===== config.mk =====
export PLATFORM = sky130hd
export DESIGN_NAME = column_move_controller
export DESIGN_NICKNAME = d
export VERILOG_FILES = /design/src/rtl/connect4_pkg.sv /design/src/rtl/btn_debounce_timer.sv /design/src/rtl/column_move_controller.sv
export SDC_FILE = /design/constraint.sdc
export NUM_CORES = 1
export LEC_CHECK = 0
export CAP_MARGIN = 0
export CORE_MARGIN = 8
export CORE_UTILIZATION = 40
export CTS_BUF_LIST = sky130_fd_sc_hd__clkbuf_2
export DETAILED_ROUTE_END_ITERATION = 7
export DONT_BUFFER_PORTS = 1
export PLACE_DENSITY_LB_ADDON = 0.15
export SKIP_LAST_GASP = 1
export SLEW_MARGIN = 5
export SYNTH_ARGS = -nofsm -noshare
export SYNTH_HDL_FRONTEND = slang
export SYNTH_SLANG_ARGS = --single-unit

===== constraint.sdc =====
create_clock -name clk -period 3 [get_ports clk]
set_input_delay 0.6 -clock clk [delete_from_list [all_inputs] [get_ports clk]]
set_output_delay 0.6 -clock clk [all_outputs]
set_load 0.03 [all_outputs]

===== src/rtl/connect4_pkg.sv =====
// Shared definitions for the connect-four column input path: column codes,
// board geometry, move FSM states and count-bus field extraction.
package connect4_pkg;

    localparam logic [3:0] COL0_N   = 4'b1110;
    localparam logic [3:0] COL1_N   = 4'b1101;
    localparam logic [3:0] COL2_N   = 4'b1011;
    localparam logic [3:0] COL3_N   = 4'b0111;
    localparam logic [3:0] COL_NONE = 4'b1111;

    localparam logic [2:0] ROWS_DEFAULT = 3'd6;

    typedef enum logic [2:0] {
        ST_IDLE,
        ST_DEBOUNCE,
        ST_SETUP,
        ST_STROBE,
        ST_HOLD,
        ST_RELEASE
    } move_state_t;

    // Height field of the column selected by an active-low one-hot code.
    function automatic logic [2:0] height_of(input logic [11:0] count, input logic [3:0] sel);
        logic [2:0] h;
        h = 3'd0;
        case (sel)
            COL0_N:  h = count[2:0];
            COL1_N:  h = count[5:3];
            COL2_N:  h = count[8:6];
            COL3_N:  h = count[11:9];
            default: h = 3'd0;
        endcase
        return h;
    endfunction

    // True when exactly one button is held down.
    function automatic logic is_press(input logic [3:0] code);
        logic p;
        p = 1'b0;
        case (code)
            COL0_N, COL1_N, COL2_N, COL3_N: p = 1'b1;
            default:                        p = 1'b0;
        endcase
        return p;
    endfunction

endpackage


===== src/rtl/btn_debounce_timer.sv =====
// Saturating stable-cycle counter; done flags the last cycle of a CYCLES-long
// stable window. Shared by the press and release debounce phases.
module btn_debounce_timer #(
    parameter logic [15:0] CYCLES = 16'd50000
) (
    input  logic clk,
    input  logic reset,
    input  logic clear,
    input  logic inc,
    output logic done
);
    localparam int W = $clog2(CYCLES) + 1;
    localparam logic [W-1:0] LAST = W'(CYCLES - 16'd1);

    logic [W-1:0] cnt_q;
    logic [W-1:0] cnt_d;

    always_comb begin
        cnt_d = cnt_q;
        if (clear) begin
            cnt_d = '0;
        end else if (inc && (cnt_q != '1)) begin
            cnt_d = cnt_q + W'(1);
        end
    end

    always_ff @(posedge clk) begin
        if (reset) begin
            cnt_q <= '0;
        end else begin
            cnt_q <= cnt_d;
        end
    end

    assign done = (cnt_q == LAST);

endmodule


===== src/rtl/column_move_controller.sv =====
// Debounced column-button front end: issues one setup/strobe/hold move per
// physical press, rejects full columns and tracks the current player.
module column_move_controller
    import connect4_pkg::*;
#(
    parameter logic [15:0] DEBOUNCE_CYCLES = 16'd50000,
    parameter logic [2:0]  ROWS            = ROWS_DEFAULT
) (
    input  logic        clk,
    input  logic        reset,
    input  logic [3:0]  btn_n,
    input  logic [11:0] count,
    output logic [3:0]  column,
    output logic        add,
    output logic        player,
    output logic        reject
);
    logic [3:0]  sync1_q;
    logic [3:0]  btn_s_q;
    move_state_t state_q, state_d;
    logic [3:0]  sel_q, sel_d;
    logic [3:0]  column_q, column_d;
    logic        add_q, add_d;
    logic        player_q, player_d;
    logic        reject_q, reject_d;
    logic        timer_clear;
    logic        timer_inc;
    logic        timer_done;

    btn_debounce_timer #(
        .CYCLES(DEBOUNCE_CYCLES)
    ) u_timer (
        .clk  (clk),
        .reset(reset),
        .clear(timer_clear),
        .inc  (timer_inc),
        .done (timer_done)
    );

    always_comb begin
        state_d     = state_q;
        sel_d       = sel_q;
        reject_d    = 1'b0;
        timer_clear = 1'b0;
        timer_inc   = 1'b0;

        case (state_q)
            ST_IDLE: begin
                if (is_press(btn_s_q)) begin
                    state_d     = ST_DEBOUNCE;
                    sel_d       = btn_s_q;
                    timer_clear = 1'b1;
                end
            end
            ST_DEBOUNCE: begin
                if (btn_s_q != sel_q) begin
                    state_d = ST_IDLE;
                end else if (timer_done) begin
                    // The count bus is only trusted at this single instant.
                    if (height_of(count, sel_q) < ROWS) begin
                        state_d = ST_SETUP;
                    end else begin
                        state_d     = ST_RELEASE;
                        reject_d    = 1'b1;
                        timer_clear = 1'b1;
                    end
                end else begin
                    timer_inc = 1'b1;
                end
            end
            ST_SETUP:  state_d = ST_STROBE;
            ST_STROBE: state_d = ST_HOLD;
            ST_HOLD: begin
                state_d     = ST_RELEASE;
                timer_clear = 1'b1;
            end
            ST_RELEASE: begin
                if (btn_s_q != COL_NONE) begin
                    timer_clear = 1'b1;
                end else if (timer_done) begin
                    state_d = ST_IDLE;
                end else begin
                    timer_inc = 1'b1;
                end
            end
            default: state_d = ST_IDLE;
        endcase
    end

    // Outputs are registered from the next state so they line up with it.
    always_comb begin
        column_d = COL_NONE;
        if ((state_d == ST_SETUP) || (state_d == ST_STROBE) || (state_d == ST_HOLD)) begin
            column_d = sel_d;
        end
        add_d    = (state_d == ST_STROBE);
        player_d = player_q ^ (state_q == ST_STROBE);
    end

    always_ff @(posedge clk) begin
        if (reset) begin
            sync1_q  <= COL_NONE;
            btn_s_q  <= COL_NONE;
            state_q  <= ST_IDLE;
            sel_q    <= COL_NONE;
            column_q <= COL_NONE;
            add_q    <= 1'b0;
            player_q <= 1'b0;
            reject_q <= 1'b0;
        end else begin
            sync1_q  <= btn_n;
            btn_s_q  <= sync1_q;
            state_q  <= state_d;
            sel_q    <= sel_d;
            column_q <= column_d;
            add_q    <= add_d;
            player_q <= player_d;
            reject_q <= reject_d;
        end
    end

    assign column = column_q;
    assign add    = add_q;
    assign player = player_q;
    assign reject = reject_q;

endmodule


==> results of run 1 <==
[placed cells by master, fill, tap and decap left out, types with 2 or more instances in the layout]
master / synthesis / final
and3_1: 4 / 4
a21oi_1: 21 / 21
nor3_1: 5 / 5
o21ai_0: 13 / 13
or2_2: 9 / 9
a31oi_1: 5 / 5
clkbuf_2: 0 / 5
nand2_1: 17 / 17
and2_1: 2 / 2
clkinv_1: 1 / 2
nor4_1: 2 / 2
ha_1: 2 / 2
buf_4: 0 / 2
nand4_1: 11 / 11
nand3_1: 13 / 13
dfxtp_1: 39 / 39
or3_1: 10 / 10
or4_1: 7 / 7
inv_1: 3 / 3
nor2_1: 9 / 9
xnor2_1: 5 / 5
nand4b_1: 3 / 3
o31ai_1: 8 / 8
mux2i_1: 4 / 4
[metal layers]
metal | vias to the layer above | wire length [µm] | global-route usage
met2 | 50 | 1730 | 0.166
li1 | 827 | - | -
met3 | 7 | 279 | 0.0415
met5 | - | 0 | 0
met1 | 755 | 1980 | 0.168
met4 | 0 | 65 | 0.0502
[registers in the layout (all words and copies together), names as in the netlist]
signal	flops
btn_s_q	4
reject	1
player	1
sync1_q	4
sel_q	4
add	1
column	4
state_q	3
u_timer.cnt_q	17
[worst min-delay path by stage]
stage | startpoint | slack [ns] | to | cells past startpoint
2_1_floorplan | sync1_q[0] | 0.39 | btn_s_q[0] | 1
3_3_place_gp | sync1_q[2] | 0.39 | btn_s_q[2] | 1
3_5_place_dp | sync1_q[2] | 0.40 | btn_s_q[2] | 1
4_1_cts | reset | 0.20 | reject | 1
5_1_grt | reset | 0.16 | reject | 1
6_report | reset | 0.21 | reject | 1
[kinds of logic (layout without fill, tap and decap cells)]
logic type      count (synthesis)  in the layout  synth area share
mux                             4              4            0.0210
xor+xnor                        6              6            0.0315
compound gates                 57             57             0.189
buf+inv                        16             15            0.0419
flops                          39             39             0.409
simple gates                   97             97             0.294
fa+ha+maj                       2              2            0.0131
[per-stage QoR]
| step | util | setup slack, ns | hold slack [ns] | std cells |
|---|---|---|---|---|
| 5_1_grt | 0.424 | 0.532 | 0.164 | 274 |
| 4_1_cts | 0.424 | 0.666 | 0.199 | 274 |
| 6_report | 0.424 | 0.678 | 0.214 | 274 |
| 2_1_floorplan | - | 0.706 | 0.389 | 221 |
| 3_5_place_dp | 0.414 | 0.724 | 0.396 | 266 |
| 3_3_place_gp | 0.414 | 0.727 | 0.392 | 266 |
[area by class of cell]
| class | instances | area (µm²) | area share |
|---|---|---|---|
| multi-input combinational | 166 | 1050 | 0.531 |
| sequential | 39 | 781 | 0.395 |
| tap | 54 | 67.6 | 0.0342 |
| clock buffer | 5 | 25.0 | 0.0127 |
| clock inverter | 3 | 20.0 | 0.0101 |
| inverter | 5 | 18.8 | 0.00950 |
| timing repair buffer | 2 | 15.0 | 0.00760 |
[power groups by stage]
| stage | combinational [mW] | clock [mW] | sequential, mW |
|---|---|---|---|
| after detailed placement | 0.0641 | 0 | 0.549 |
| final | 0.0644 | 0.244 | 0.539 |
| after CTS | 0.0644 | 0.253 | 0.539 |
| after floorplan | 0.0622 | 0 | 0.543 |
| after global routing | 0.0713 | 0.276 | 0.542 |
| after global placement | 0.0639 | 0 | 0.550 |
[critical path: cells and delay by family (launching register included)]
kind	cells	cell delay, ns
compound gates	1	0.14
fa+ha+maj	2	0.40
flops	1	0.38
simple gates	6	1.36
==> summary.md, run 1 <==
| Metric | Value |
|---|---|
| Status | completed |
| Syn Inst Count | roughly 220 |
| Dpl hpwl | between 2 and 3 mm |
| Core area | approximately 4700 µm² |
| Hold buffer count at cts | 0 |
| CP Launch Type | flop |
| Crit-path slowest cell | dfxtp_1 |
| Gr ovfl total | 0 |
| Synth cell types | 42 |
| Fin. Hold Viols | 0 |
| IO buf count | 0 |
| Antenna viol nets, final | 0 |
| Worst Setup SP | u_timer.cnt_q[0] |
| Syn Area/Cell | 8.64 µm² |
| Cells along the critical path | ha_1 -> and3_1 -> nand3_1 -> nor3_1 -> ha_1 -> or2_2 -> or3_1 -> or3_1 -> a21oi_1 |
| Final non-filler cell area | around 2000 µm² |
| PwrDens | about 430 nW/µm² |
| Clock Sinks | 39 |
| Post-synthesis instance area | approximately 1900 µm² |
| Clock Power Share | 0.287 |
| Max Cap Viol | 0 |
| R2r worst-path depth | 9 |
| Row cnt | 25 |
| Synth cell count leaders | 39 x dfxtp_1, 21 x a21oi_1, 17 x nand2_1 |
| Total negative slack | 0 ns |
| Die area | between 7000 and 8000 µm² |
| Slew Limit Headroom | 0.375 |
| Setup violations, final | 0 |
| DR DRC count | 0 |
| Postcts setup bufs | 0 |
| R2r setup slk | 0.68 ns |
| Area leader, netlist | dfxtp_1 |
| I/O pin count | 25 |
| Post_cts resized | 0 |
| DR pass1 iterations | 5 |
| Die Y | ~85 µm |
| P_sw | about 0.24 mW |
| Layout area overhead | 3.47% |
| Worst setup path end | u_timer.cnt_q[8] |
| Largest net degree at the start of global routing | 32 |
| Worst Path Class, Setup | flop to flop |
| Number of synthesized flops with an enable pin | 0 |
| Critical R2R Capture | u_timer.cnt_q[8] |
| CP max FO | 5 |
| Arr. time, crit path | 2.67 ns |
| Yosys Warn Count | 0 |
| Filler Cell Count | roughly 460 |
| RSZ-0062 raised after global routing | no |
| Vias | 1,639 |
| Final WL | slightly above 4 mm |
| Antenna violations before repair | 0 |
| Gp weighted congestion | slightly below 0.8 |
| Vias per cell | ~6 |
| Avg WL per Cell | between 10 and 15 µm |
| Placed Area | 1930 µm² |
| Vias in the first global route | about 1,500 |
| Int Pwr | 0.610 mW |
| Starting density of the core | 0.410 |
| CP required | 3.35 ns |
| Critical Path Sink Type | flop |
| Antenna Cells | 0 |
| Nets@finish | 239 |
| Max Slew Vio Count | 0 |
| Logic pwr share | 0.076 |
| Total global-route track usage | 0.122 |
| Root buffer cell | clkbuf_2 |
| Initial DRC count | 141 |
| Prevailing post-synth register cell | dfxtp_1 |
| Share of the synthesized area in the top cell type | 0.409 |
| CTS buffer count | 5 |
| Die width | about 85 µm |
| Seq pwr share | 0.637 |
| Clk Latency, worst-skew pair | ~0.41 ns |
| CTS clock-pin slew for the worst setup and hold paths | 0.23 ns |
| Maximum level of the CTS H-tree | 2 |
| Longest Clk Path Bufs | 2 |
| Setup skew after layout | 0.0223 ns |
| Slowest stage delay, CP | approximately 0.38 ns |
| Most common cell in the netlist | dfxtp_1 |
| First-pass GRT wire length | 7.27 mm |
| Layout cell share with drive strength beyond 1 | 0.109 |
| Total chip power | approximately 0.85 mW |
| Slew @ Worst Pin | 0.937 ns |
| Mapped Nets | about 240 |
| Fin crit period | between 2 and 2.5 ns |
| P_leak | approximately 0.63 nW |
| TritonCTS clock tree | yes |
| Tcrit/Tclk final | 0.774 |
| Seq/Total Area, Yosys | 0.409 |
| Peak supply drop | between 0.2 and 0.25 mV |
| Switching Share | 0.280 |
| Dominant cells by area after synthesis | dfxtp_1 41%, a21oi_1 5.5%, nand4_1 3.6% |
| R2R Path Start | u_timer.cnt_q[0] |
| Tightest Hold Check Type | primary input to flop |
| Fmax | about 430 MHz |
| Seq cells post-synth | 39 |
| Asr flop ratio synth | 0 |
No activity file was read; power rests on OpenSTA's default activity.
==> run 2, diff against run 1 <==
==> constraint.sdc (replaced) <==
create_clock -name clk -period 2.43 [get_ports clk]
set_input_delay 0.486 -clock clk [delete_from_list [all_inputs] [get_ports clk]]
set_output_delay 0.486 -clock clk [all_outputs]
set_load 0.03 [all_outputs]
==> run 2 against run 1 <==
Die area unchanged. Maximum frequency up 0.89%. Clock-buffer cell count unchanged. Largest power group unchanged. Critical endpoint unchanged. Critical path type unchanged. Sequential cell count unchanged. Sequential share of layout area down 1.3 points. Clock skew down 0.010 ns.
==> summary.md, run 2 (same netlist as run 1, synthesis figures left out) <==
| Metric | Value |
|---|---|
| RSZ-0062 raised after global routing | no |
| Max Slew Vio Count | 0 (unchanged) |
| Logic pwr share | 0.073 (-0.003) |
| P_leak | 0.677 nW (+7.1%) |
| Biggest register | u_timer.cnt_q |
| Root buffer cell | clkbuf_2 |
| R2r setup slk | 0.13 ns (-0.55 ns) |
| PwrDens | 558 nW/µm² (+30%) |
| Switching Share | 0.247 (-0.0326) |
| Clock Power Share | 0.346 (+0.059) |
| Fin. Hold Viols | 0 (unchanged) |
| Nets@finish | 244 (+2.1%) |
| Slew Limit Headroom | 0.423 (+0.0476) |
| Fmax | 435 MHz (+0.89%) |
| Max FFs per register | 17 (unchanged) |
| Status | completed |
| Slew @ Worst Pin | 0.866 ns (-0.0713 ns) |
| Vias per cell | 5.74 (-4.1%) |
| Setup violations, final | 0 (unchanged) |
| Int Pwr | 0.861 mW (+41%) |
| Hold buffer count at cts | 0 (unchanged) |
| CTS buffer count | 5 (unchanged) |
| DR pass1 iterations | 4 (-1) |
| Clock Sinks | 39 (unchanged) |
| Final WL | 4.06 mm (+0.30%) |
| Row cnt | 25 (unchanged) |
| Largest net degree at the start of global routing | 31 (-3.1%) |
| Cells along the critical path | ha_1 -> and3_1 -> nand3_2 -> nor3_1 -> ha_1 -> or2_2 -> or3_1 -> or3_1 -> a21oi_1 |
| P_sw | 0.283 mW (+19%) |
| Initial DRC count | 84 (-40%) |
| Slowest stage delay, CP | 0.38 ns (about the same) |
| Die Y | 85.1 µm (unchanged) |
| Total global-route track usage | 0.125 (+0.00274) |
| Max Cap Viol | 0 (unchanged) |
| CTS clock-pin slew for the worst setup and hold paths | 0.21 ns (-0.02 ns) |
| TritonCTS clock tree | yes |
| Setup skew after layout | 0.0121 ns (-0.0101 ns) |
| Gp weighted congestion | 0.764 (-2.9%) |
| Die width | 85.1 µm (unchanged) |
| I/O pin count | 25 (unchanged) |
| IO buf count | 0 (unchanged) |
| Most common cell after layout, fill and taps aside | dfxtp_1 |
| Crit-path slowest cell | dfxtp_2 |
| Seq pwr share | 0.582 (-0.055) |
| Maximum level of the CTS H-tree | 2 (unchanged) |
| CP Buf/Inv Count | 0 (unchanged) |
| Most frequent cells in the layout | 38 x dfxtp_1, 21 x a21oi_1, 17 x nand2_1, 13 x o21ai_0, 12 x nand3_1 |
| Filler Cell Count | 450 (-2.0%) |
| Fin crit period | 2.30 ns (-0.0205 ns) |
| Gr ovfl total | 0 (unchanged) |
| Delay-heaviest family, CP | simple AND/OR/NAND/NOR gates |
| CP Launch Type | flop |
| Longest Clk Path Bufs | 2 (unchanged) |
| CP required | 2.78 ns (-0.57 ns) |
| Vias in the first global route | 1,580 (+4.3%) |
| Tcrit/Tclk final | 0.947 (+0.173) |
| Core area | 4660 µm² (unchanged) |
| DR DRC count | 0 (unchanged) |
| Avg WL per Cell | 14.6 µm (-1.5%) |
| Core Util, Final | 0.439 (+0.0156) |
| Layout cell share with drive strength beyond 1 | 0.151 (+0.0420) |
| First-pass GRT wire length | 7.30 mm (+0.48%) |
| CP max FO | 5 (unchanged) |
| Starting density of the core | 0.410 (unchanged) |
| Vias | 1,601 (-2.3%) |
| Peak supply drop | 0.266 mV (+19%) |
| Postcts setup bufs | 0 (unchanged) |
| Critical Path Sink Type | flop |
| Tightest Hold Check Type | primary input to flop |
| Layout area overhead | 7.27% |
| Clk Latency, worst-skew pair | 0.39 ns (-0.02 ns) |
| Dpl hpwl | 2.87 mm (+1.8%) |
| Antenna Cells | 0 (unchanged) |
| Arr. time, crit path | 2.65 ns (-0.02 ns) |
| Worst Path Class, Setup | flop to flop |
| Total negative slack | 0 ns (unchanged) |
| Die area | 7240 µm² (unchanged) |
| Antenna viol nets, final | 0 (unchanged) |
| Antenna violations before repair | 0 (unchanged) |
-- run 2: cell type report --
| class | count | area [µm²] | share of cell area |
|---|---|---|---|
| multi-input combinational | 166 | 1060 | 0.517 |
| sequential | 39 | 782 | 0.382 |
| tap | 54 | 67.6 | 0.0330 |
| timing repair buffer | 7 | 52.6 | 0.0257 |
| clock inverter | 3 | 43.8 | 0.0214 |
| clock buffer | 5 | 25.0 | 0.0122 |
| inverter | 5 | 18.8 | 0.00916 |
-- run 2: routing by layer --
| layer | routed length, µm | vias up | track usage |
|---|---|---|---|
| li1 | - | 834 | - |
| met1 | 2090 | 742 | 0.163 |
| met2 | 1730 | 21 | 0.177 |
| met3 | 191 | 4 | 0.0463 |
| met4 | 45 | 0 | 0.0534 |
| met5 | 0 | - | 0 |
-- run 2: through the flow --
step	power [mW]	instances	hold WS, ns	setup slack, ns	area, µm²
4_1_cts	1.17	279	0.0843	0.0963	2040
5_1_grt	1.21	279	0.0579	0.000859	2050
2_1_floorplan	0.747	221	0.389	0.136	1910
3_3_place_gp	0.761	271	0.396	0.159	1970
6_report	1.14	279	0.126	0.129	2050
3_5_place_dp	0.761	271	0.401	0.132	1970
-- run 2: repair_timing --
| item | 4_1_cts | 5_1_grt |
|---|---|---|
| endpoints found under the hold margin | 0 | 0 |
| setup endpoints to repair | 0 | 7 |
| gates resized for setup | 0 | 5 |
-- run 2: path summary, 6_finish.rpt --
check,startpoint,to,depth (start not counted)
min reg2reg,sync1_q[1],btn_s_q[1],1
max,u_timer.cnt_q[0],u_timer.cnt_q[8],9
max reg2reg,u_timer.cnt_q[0],u_timer.cnt_q[8],9
min,reset,state_q[1],1
-- run 2: power by group through the flow --
stage / sequential [mW] / clock (mW) / combinational, mW
3_3_place_gp: 0.678 / 0 / 0.0834
5_1_grt: 0.669 / 0.443 / 0.0932
2_1_floorplan: 0.670 / 0 / 0.0768
6_report: 0.665 / 0.395 / 0.0830
3_5_place_dp: 0.678 / 0 / 0.0830
4_1_cts: 0.665 / 0.418 / 0.0838
